### config.mk
export PLATFORM = sky130hd
export DESIGN_NAME = epsilon_stream_gen
export DESIGN_NICKNAME = d
export VERILOG_FILES = /design/src/rtl/epsilon_pkg.sv /design/src/rtl/epsilon_lfsr16.sv /design/src/rtl/epsilon_stream_gen.sv
export SDC_FILE = /design/constraint.sdc
export NUM_CORES = 1
export LEC_CHECK = 0
export CAP_MARGIN = 5
export CORE_ASPECT_RATIO = 1.75
export CORE_MARGIN = 2
export CORE_UTILIZATION = 33
export DETAILED_ROUTE_END_ITERATION = 16
export SYNTH_ARGS = -nofsm -noshare
export SYNTH_HDL_FRONTEND = slang
export SYNTH_SLANG_ARGS = --single-unit
### constraint.sdc
create_clock -name clk -period 4.9 [get_ports clk]
set_input_delay 0.98 -clock clk [delete_from_list [all_inputs] [get_ports clk]]
set_output_delay 0.98 -clock clk [all_outputs]
set_load 0.01 [all_outputs]
### src/rtl/epsilon_pkg.sv
// ============================================================================
// epsilon_pkg : shared types and constants for the epsilon bitstream source
// Revision    : 1.0
// ============================================================================
`default_nettype none

package epsilon_pkg;

  typedef enum logic [1:0] {
    ST_IDLE = 2'd0,
    ST_LOAD = 2'd1,
    ST_RUN  = 2'd2,
    ST_DONE = 2'd3
  } state_t;

  localparam logic [1:0]  MODE_LFSR = 2'd0;
  localparam logic [1:0]  MODE_ZERO = 2'd1;
  localparam logic [1:0]  MODE_ONE  = 2'd2;
  localparam logic [1:0]  MODE_ALT  = 2'd3;

  localparam logic [15:0] LFSR_DEFAULT_SEED = 16'hACE1;

  // Fibonacci taps for x^16+x^14+x^13+x^11+1, shifting right
  localparam int unsigned LFSR_TAP_A = 0;
  localparam int unsigned LFSR_TAP_B = 2;
  localparam int unsigned LFSR_TAP_C = 3;
  localparam int unsigned LFSR_TAP_D = 5;

  function automatic logic lfsr_feedback(input logic [15:0] v);
    return v[LFSR_TAP_A] ^ v[LFSR_TAP_B] ^ v[LFSR_TAP_C] ^ v[LFSR_TAP_D];
  endfunction

endpackage

`default_nettype wire

### src/rtl/epsilon_lfsr16.sv
// ============================================================================
// epsilon_lfsr16 : 16-bit right-shifting Fibonacci LFSR with load and advance
// Revision       : 1.0
// ============================================================================
`default_nettype none

module epsilon_lfsr16
  import epsilon_pkg::*;
(
  input  logic        clk,
  input  logic        rst,
  input  logic        load,
  input  logic [15:0] seed,
  input  logic        adv,
  output logic        bit_out
);

  logic [15:0] r_lfsr;

  always_ff @(posedge clk) begin
    if (rst) begin
      r_lfsr <= LFSR_DEFAULT_SEED;
    end else if (load) begin
      r_lfsr <= seed;
    end else if (adv) begin
      r_lfsr <= {lfsr_feedback(r_lfsr), r_lfsr[15:1]};
    end
  end

  assign bit_out = r_lfsr[0];

endmodule

`default_nettype wire

### src/rtl/epsilon_stream_gen.sv
// ============================================================================
// epsilon_stream_gen : block-based test bitstream source with ones counting
// Revision           : 1.0
// ============================================================================
`default_nettype none

module epsilon_stream_gen
  import epsilon_pkg::*;
#(
  parameter int BLOCK_LEN = 128,
  parameter int CNT_W     = 8
) (
  input  logic             clk,
  input  logic             rst,
  input  logic             start,
  input  logic [1:0]       mode,
  input  logic [15:0]      seed,
  input  logic             ready,
  output logic             epsilon_rsc_dat,
  output logic             epsilon_vld,
  output logic             block_last,
  output logic             busy,
  output logic             done,
  output logic [CNT_W-1:0] ones_count
);

  localparam logic [CNT_W-1:0] c_LAST_IDX = CNT_W'(BLOCK_LEN - 1);

  state_t           r_state;
  state_t           w_next;
  logic [1:0]       r_mode;
  logic [15:0]      r_seed;
  logic [CNT_W-1:0] r_bitcnt;
  logic [CNT_W-1:0] r_ones;
  logic             r_alt;
  logic             w_lfsr_bit;
  logic             w_bit;
  logic             w_run;
  logic             w_xfer;
  logic             w_last;

  assign w_run  = (r_state == ST_RUN);
  assign w_xfer = w_run & ready;
  assign w_last = (r_bitcnt == c_LAST_IDX);

  always_comb begin
    w_bit = 1'b0;
    case (r_mode)
      MODE_LFSR: w_bit = w_lfsr_bit;
      MODE_ZERO: w_bit = 1'b0;
      MODE_ONE:  w_bit = 1'b1;
      MODE_ALT:  w_bit = r_alt;
      default:   w_bit = 1'b0;
    endcase
  end

  always_ff @(posedge clk) begin
    if (rst) begin
      r_state <= ST_IDLE;
    end else begin
      r_state <= w_next;
    end
  end

  always_comb begin
    w_next = r_state;
    case (r_state)
      ST_IDLE: if (start) w_next = ST_LOAD;
      ST_LOAD: w_next = ST_RUN;
      ST_RUN:  if (w_xfer && w_last) w_next = ST_DONE;
      ST_DONE: w_next = ST_IDLE;
      default: w_next = ST_IDLE;
    endcase
  end

  always_ff @(posedge clk) begin
    if (rst) begin
      r_mode   <= MODE_LFSR;
      r_seed   <= LFSR_DEFAULT_SEED;
      r_bitcnt <= '0;
      r_ones   <= '0;
      r_alt    <= 1'b1;
    end else begin
      if (r_state == ST_IDLE && start) begin
        r_mode <= mode;
        r_seed <= (seed == 16'h0000) ? LFSR_DEFAULT_SEED : seed;
      end
      if (r_state == ST_LOAD) begin
        r_bitcnt <= '0;
        r_ones   <= '0;
        r_alt    <= 1'b1;
      end else if (w_xfer) begin
        r_bitcnt <= r_bitcnt + 1'b1;
        r_ones   <= r_ones + CNT_W'(w_bit);
        r_alt    <= ~r_alt;
      end
    end
  end

  epsilon_lfsr16 u_lfsr (
    .clk     (clk),
    .rst     (rst),
    .load    (r_state == ST_LOAD),
    .seed    (r_seed),
    .adv     (w_xfer && (r_mode == MODE_LFSR)),
    .bit_out (w_lfsr_bit)
  );

  // Outputs decode registered state only; ready/start never reach them.
  assign epsilon_vld     = w_run;
  assign epsilon_rsc_dat = w_run & w_bit;
  assign block_last      = w_run & w_last;
  assign busy            = (r_state != ST_IDLE);
  assign done            = (r_state == ST_DONE);
  assign ones_count      = r_ones;

endmodule

`default_nettype wire

==> metrics.cfg, run 1 <==
[clock_network]
clock-sinks = 53
ctsHtreeMaxLevel = 2
clk_path_buf_depth = 2
post_cts_buffers = 0
ctsResizeCount = 0
cts_tree = done
clockRootBuffer = clkbuf_16
clkTransAtPathRegs_ns = 0.07
worstSkewPairLatency_ns = 0.29
numCtsBuffers = 5
postCtsHoldBufs = 0

[min_path]
hold_class = flip-flop to flip-flop
min_from = r_seed[14]
holdPathEnd = r_seed[14]
holdPathStages = 2

[layout]
syn2layout_area_growth_pct = 22.8
antenna_cells = 0
drive_above_1_share_pct = 3.95
final_nets = 332
stdcell_count = 390

[logic_synthesis]
ys_seq_area_share_pct = 44.6
synth-xor-area-share_pct = 2.58
syn_avg_cell_area_sq_um = 8.64
synth.distinct_cells = 39
muxShareOfSynthArea_pct = 6.32
syn_nets = 304
synth-edff-count = 0
synth_top_family_by_area = simple AND/OR/NAND/NOR gates
synth-seq-cells = 53
yosys.area_share.simple_pct = 21.9
synth.cell_area_sq_um = 2380
synth_ff_type = dfxtp_1
synthCells = 275
ys_async_sr_fraction_pct = 0
yosys_warnings = 0
synth_compound_area_share_pct = 16.1
synth-adder-area-share_pct = 3.68

[grt]
grt_first_pass_wirelength_um = 8570
grt.total_usage_pct = 13.9
grt_pass1_vias = 1902
grt_overflow = 0
grt_max_degree = 41
antenna_found_initial = 0

[detailed_routing]
routedWlPerCell_um = 13.1
wl_um = 5100
drt_first_iter_violations = 68
vias = 2019
ant_nets = 0
drc_errors = 0
first_pass_iters = 4
via_per_inst = 5.18

[floorplan]
die_w_um = 68.2
core_sq_um = 7080
die_y_um = 116
io_pins = 35
dieArea_sq_um = 7930
initial_core_util_pct = 33.6
rows = 41

[setup_path]
r2r-start = r_state[0]
crit_arrival_ns = 2.39
slowest_stage = clkdlybuf4s50_1
end_kind = output port
crit_chain = inv_1 > ha_1 > inv_1 > nor4_1 > clkdlybuf4s50_1
reg2regPathDepth = 5
worstSetupStartpointType = flip-flop
r2r_setup_slack_ns = 2.46
timing.rr.end = u_lfsr.r_lfsr[1]
cpMostUsedCell = inv_1
critPathMaxFanout = 15
cpPeakStageDelay_ns = 0.60
required_ns = 3.92
critPathKind = flip-flop to output port

[power_and_ir_drop]
power_density_nw_per_um2 = 463
p_leak_nw = 0.970
ir_drop_mv = 0.235

[sta]
setup_viol = 0
tightest_slew_ns = 0.931
rsz0062_at_grt = false
hold_viol = 0
max_freq_ghz = 0.297
min_period_over_period_pct = 68.7
skew_ns = 0.00621
tns_ns = 0
min_period_ns = 3.37
slew-limit-headroom_pct = 37.9
drv_slew = 0

[placement]
io_buffers = 34
dpl.hpwl_um = 3660
gp_congestion = 0.772
dp_cells = 382

[run_status]
status = complete, no violations

[run]
cap_violations = 0

-- cells in the final DEF, fill, tap and decap left out, drive strengths merged, types with 4 or more instances in the layout --
| cell | instances |
|---|---|
| a211oi | 8 |
| a21oi | 38 |
| clkbuf | 5 |
| clkdlybuf4s50 | 34 |
| dfxtp | 53 |
| ha | 7 |
| inv | 9 |
| mux2i | 15 |
| nand2 | 32 |
| nand3 | 10 |
| nand4 | 5 |
| nor2 | 21 |
| nor3 | 15 |
| nor4 | 5 |
| o21ai | 8 |
| or3 | 8 |
| xnor2 | 4 |
-- cell usage after synthesis (4+ instances only) --
| cell type | n | area [sq um] |
|---|---|---|
| or3_1 | 8 | 50.1 |
| ha_1 | 7 | 87.6 |
| o21ai_0 | 8 | 40.0 |
| clkbuf_1 | 6 | 22.5 |
| dfxtp_1 | 53 | 1060 |
| nor4_1 | 5 | 31.3 |
| a21oi_1 | 38 | 190 |
| nand4_1 | 5 | 31.3 |
| nand3_1 | 10 | 50.1 |
| xnor2_1 | 4 | 35.0 |
| mux2i_1 | 15 | 150 |
| nand2_1 | 31 | 116 |
| nor3_1 | 15 | 75.1 |
| a211oi_1 | 7 | 52.6 |
| nor2_1 | 21 | 78.8 |
| inv_1 | 7 | 26.3 |
-- per-layer routing --
metal / global-route usage, % / part of all wire (%) / wire length, um / vias up
li1: - / - / - / 1040
met1: 16.3 / 44 / 2270 / 934
met4: 4.80 / 1.1 / 58 / 0
met3: 2.41 / 3.3 / 170 / 5
met5: 0 / 0 / 0 / -
met2: 24.7 / 51 / 2610 / 40
-- critical path, delay by kind of cell, from the launching register on --
family,cells,cell delay (ns)
buffers and inverters,3,0.88
adders and majority gates,1,0.52
DFF,1,0.35
and+or+nand+nor,1,0.35
-- sequential cells by signal, summed over array words and instances (netlist names) --
signal,cells
r_seed,16
r_alt,1
u_lfsr.r_lfsr,16
ones_count,8
r_state,2
r_mode,2
r_bitcnt,8
-- power breakdown --
part	leakage, nW	switching, W	internal [W]	total, W
Sequential	0.432	0.0000510	0.000510	0.000561
Clock	0.0842	0.000159	0.000242	0.000401
Combinational	0.453	0.000229	0.000161	0.000390
Total	0.970	0.000439	0.000913	0.00135
-- metrics by stage --
stage | power (W) | hold slack, ns | utilization, % | cell area, sq um | worst slack [ns]
6_report | 0.00135 | 0.455 | 41.2 | 2920 | 1.53
5_1_grt | 0.00144 | 0.468 | 41.2 | 2920 | 1.44
4_1_cts | 0.00137 | 0.458 | 41.2 | 2920 | 1.53
3_5_place_dp | 0.000963 | 0.448 | 38.8 | 2750 | 1.74
3_3_place_gp | 0.000955 | 0.446 | 38.8 | 2750 | 1.81
2_1_floorplan | 0.000852 | 0.437 | - | 2380 | 2.50
-- cells by family (layout without fill, tap and decap cells) --
kind of cell / after synthesis / count (layout)
xor+xnor: 7 / 7
compound gates: 65 / 65
flops: 53 / 53
buf+inv: 22 / 51
fa+ha+maj: 7 / 7
mux: 15 / 15
simple gates: 106 / 106
-- how the worst max path moves through the flow --
stage,from,to,slack (ns),cells past startpoint
floorplan,r_state[0],block_last,2.50,5
global placement,ready,u_lfsr.r_lfsr[1],1.81,4
detailed placement,ready,u_lfsr.r_lfsr[1],1.74,4
CTS,r_state[0],block_last,1.53,5
global route,r_state[0],block_last,1.44,5
finish,r_state[0],block_last,1.53,5
-- final cells by class --
class,instances,area (sq um)
Clock buffer,5,125
Tap cell,86,108
Sequential cell,53,1060
Inverter,8,30.0
Fill cell,729,4160
Multi-Input combinational cell,200,1200
Timing Repair Buffer,35,348
Clock inverter,3,43.8
(Power assumes the default switching activity.)
==> run 2, diff against run 1 <==
==> constraint.sdc (replaced) <==
create_clock -name clk -period 3.25 [get_ports clk]
set_input_delay 0.65 -clock clk [delete_from_list [all_inputs] [get_ports clk]]
set_output_delay 0.65 -clock clk [all_outputs]
set_load 0.01 [all_outputs]
==> metrics.cfg, run 2 (synthesized netlist as in run 1, its figures left out) <==
[run_status]
status = complete, no violations

[clock_network]
clkTransAtPathRegs_ns = 0.07
worstSkewPairLatency_ns = 0.29
ctsHtreeMaxLevel = 2
cts_tree = done
postCtsHoldBufs = 0
clock-sinks = 53
ctsResizeCount = 0
clk_path_buf_depth = 2
clockRootBuffer = clkbuf_16
post_cts_buffers = 0
numCtsBuffers = 5

[min_path]
holdPathEnd = r_seed[3]
hold_class = flip-flop to flip-flop
min_from = r_seed[3]
holdPathStages = 2

[detailed_routing]
routedWlPerCell_um = 12.6
drc_errors = 0
wl_um = 4940
first_pass_iters = 4
vias = 2053
ant_nets = 0
via_per_inst = 5.24
drt_first_iter_violations = 93

[setup_path]
cpPeakStageDelay_ns = 0.59
critPathKind = flip-flop to output port
reg2regPathDepth = 7
critPathMaxFanout = 3
worstSetupStartpointType = flip-flop
r2r_setup_slack_ns = 1.48
r2r-start = r_state[0]
crit_family = buffers and inverters
crit_chain = ha_1 > nand4_1 > nor4_1 > clkdlybuf4s50_1
end_kind = output port
timing.rr.end = u_lfsr.r_lfsr[14]
slowest_stage = clkdlybuf4s50_1
crit_arrival_ns = 1.93
cp-startpoint = r_bitcnt[0]
required_ns = 2.60
crit_buf_inv = 1

[placement]
dpl.hpwl_um = 3640
io_buffers = 34
gp_congestion = 0.819

[grt]
grt_overflow = 0
grt_max_degree = 26
grt_first_pass_wirelength_um = 8380
antenna_found_initial = 0
grt_pass1_vias = 1878
grt.total_usage_pct = 13.4

[sta]
tightest_slew_ns = 0.621
min_period_over_period_pct = 79.3
slew-limit-headroom_pct = 58.4
rsz0062_at_grt = false
setup_viol = 0
hold_viol = 0
tns_ns = 0
drv_slew = 0
max_freq_ghz = 0.388
min_period_ns = 2.58
skew_ns = 0.00834

[power_and_ir_drop]
power_density_nw_per_um2 = 672
p_leak_nw = 0.968
seqPwrFrac_pct = 43.1
clkPwrFrac_pct = 26.6
swShare_pct = 33.2
ir_drop_mv = 0.310
power.total_w = 0.00195
p_sw_w = 0.000648
p_int_w = 0.00131
power.share.combinational_pct = 30.3

[layout]
register_area_sq_um = 1060
reg_top3 = r_seed: 16 flops, u_lfsr.r_lfsr: 16 flops
final_cell_mix = dfxtp_1 (53), a21oi_1 (38), clkdlybuf4s50_1 (34), nand2_1 (31), nor2_1 (21)
fillers = 731
multiInputGateArea_sq_um = 1200
antenna_cells = 0
drive_above_1_share_pct = 4.25
syn2layout_area_growth_pct = 22.3
final_common_cell = dfxtp_1
fin_util_pct = 41.1
final_nets = 334

[run]
cap_violations = 0

[floorplan]
io_pins = 35
die_w_um = 68.2
dieArea_sq_um = 7930
rows = 41
initial_core_util_pct = 33.6
die_y_um = 116
core_sq_um = 7080

## run 2: how the worst max path moves through the flow
stage / cells after the start / endpoint / slack, ns
after global placement: 4 / ones_count[2] / 0.83
after global routing: 4 / block_last / 0.59
after CTS: 4 / block_last / 0.64
after detailed placement: 4 / ones_count[2] / 0.85
final: 4 / block_last / 0.67
after floorplan: 5 / block_last / 1.18
## run 2: area by class of cell
| cell class | instances | share of cell area (%) |
|---|---|---|
| multi-input combinational | 200 | 41.4 |
| clock buffer | 6 | 4.43 |
| timing repair buffer | 37 | 12.5 |
| tap | 86 | 3.70 |
| sequential | 53 | 36.5 |
| inverter | 8 | 1.03 |
| clock inverter | 2 | 0.473 |
## run 2: worst reg2reg max path, cell delays in order (launching register included)
cell and delay, ns:
dfxtp_1 0.34, inv_1 0.11, ha_1 0.17, buf_4 0.20, and4bb_1 0.21, buf_4 0.27, mux2i_1 0.25, a211oi_2 0.08
## run 2: power by group through the flow
stage / combinational [W] / clock, W / sequential, W
global route: 0.000665 / 0.000552 / 0.000860
detailed placement: 0.000597 / 0 / 0.000858
finish: 0.000591 / 0.000520 / 0.000842
global placement: 0.000591 / 0 / 0.000857
floorplan: 0.000446 / 0 / 0.000838
CTS: 0.000602 / 0.000532 / 0.000844
## run 2: metrics by stage
step | worst slack [ns] | cells | hold slack, ns | instance area, sq um
final | 0.672 | 392 | 0.458 | 2910
after global routing | 0.593 | 392 | 0.477 | 2910
after CTS | 0.637 | 392 | 0.458 | 2910
after detailed placement | 0.852 | 384 | 0.447 | 2770
after global placement | 0.829 | 384 | 0.446 | 2770
after floorplan | 1.18 | 275 | 0.437 | 2380
## run 2: per-layer routing
layer | global-route usage (%) | vias up | part of all wire [%] | wire length [um]
met5 | 0 | - | 0 | 0
met1 | 15.9 | 948 | 42 | 2090
met4 | 4.27 | 0 | 0.93 | 46
met2 | 23.5 | 49 | 52 | 2590
li1 | - | 1052 | - | -
met3 | 2.70 | 4 | 4.2 | 208
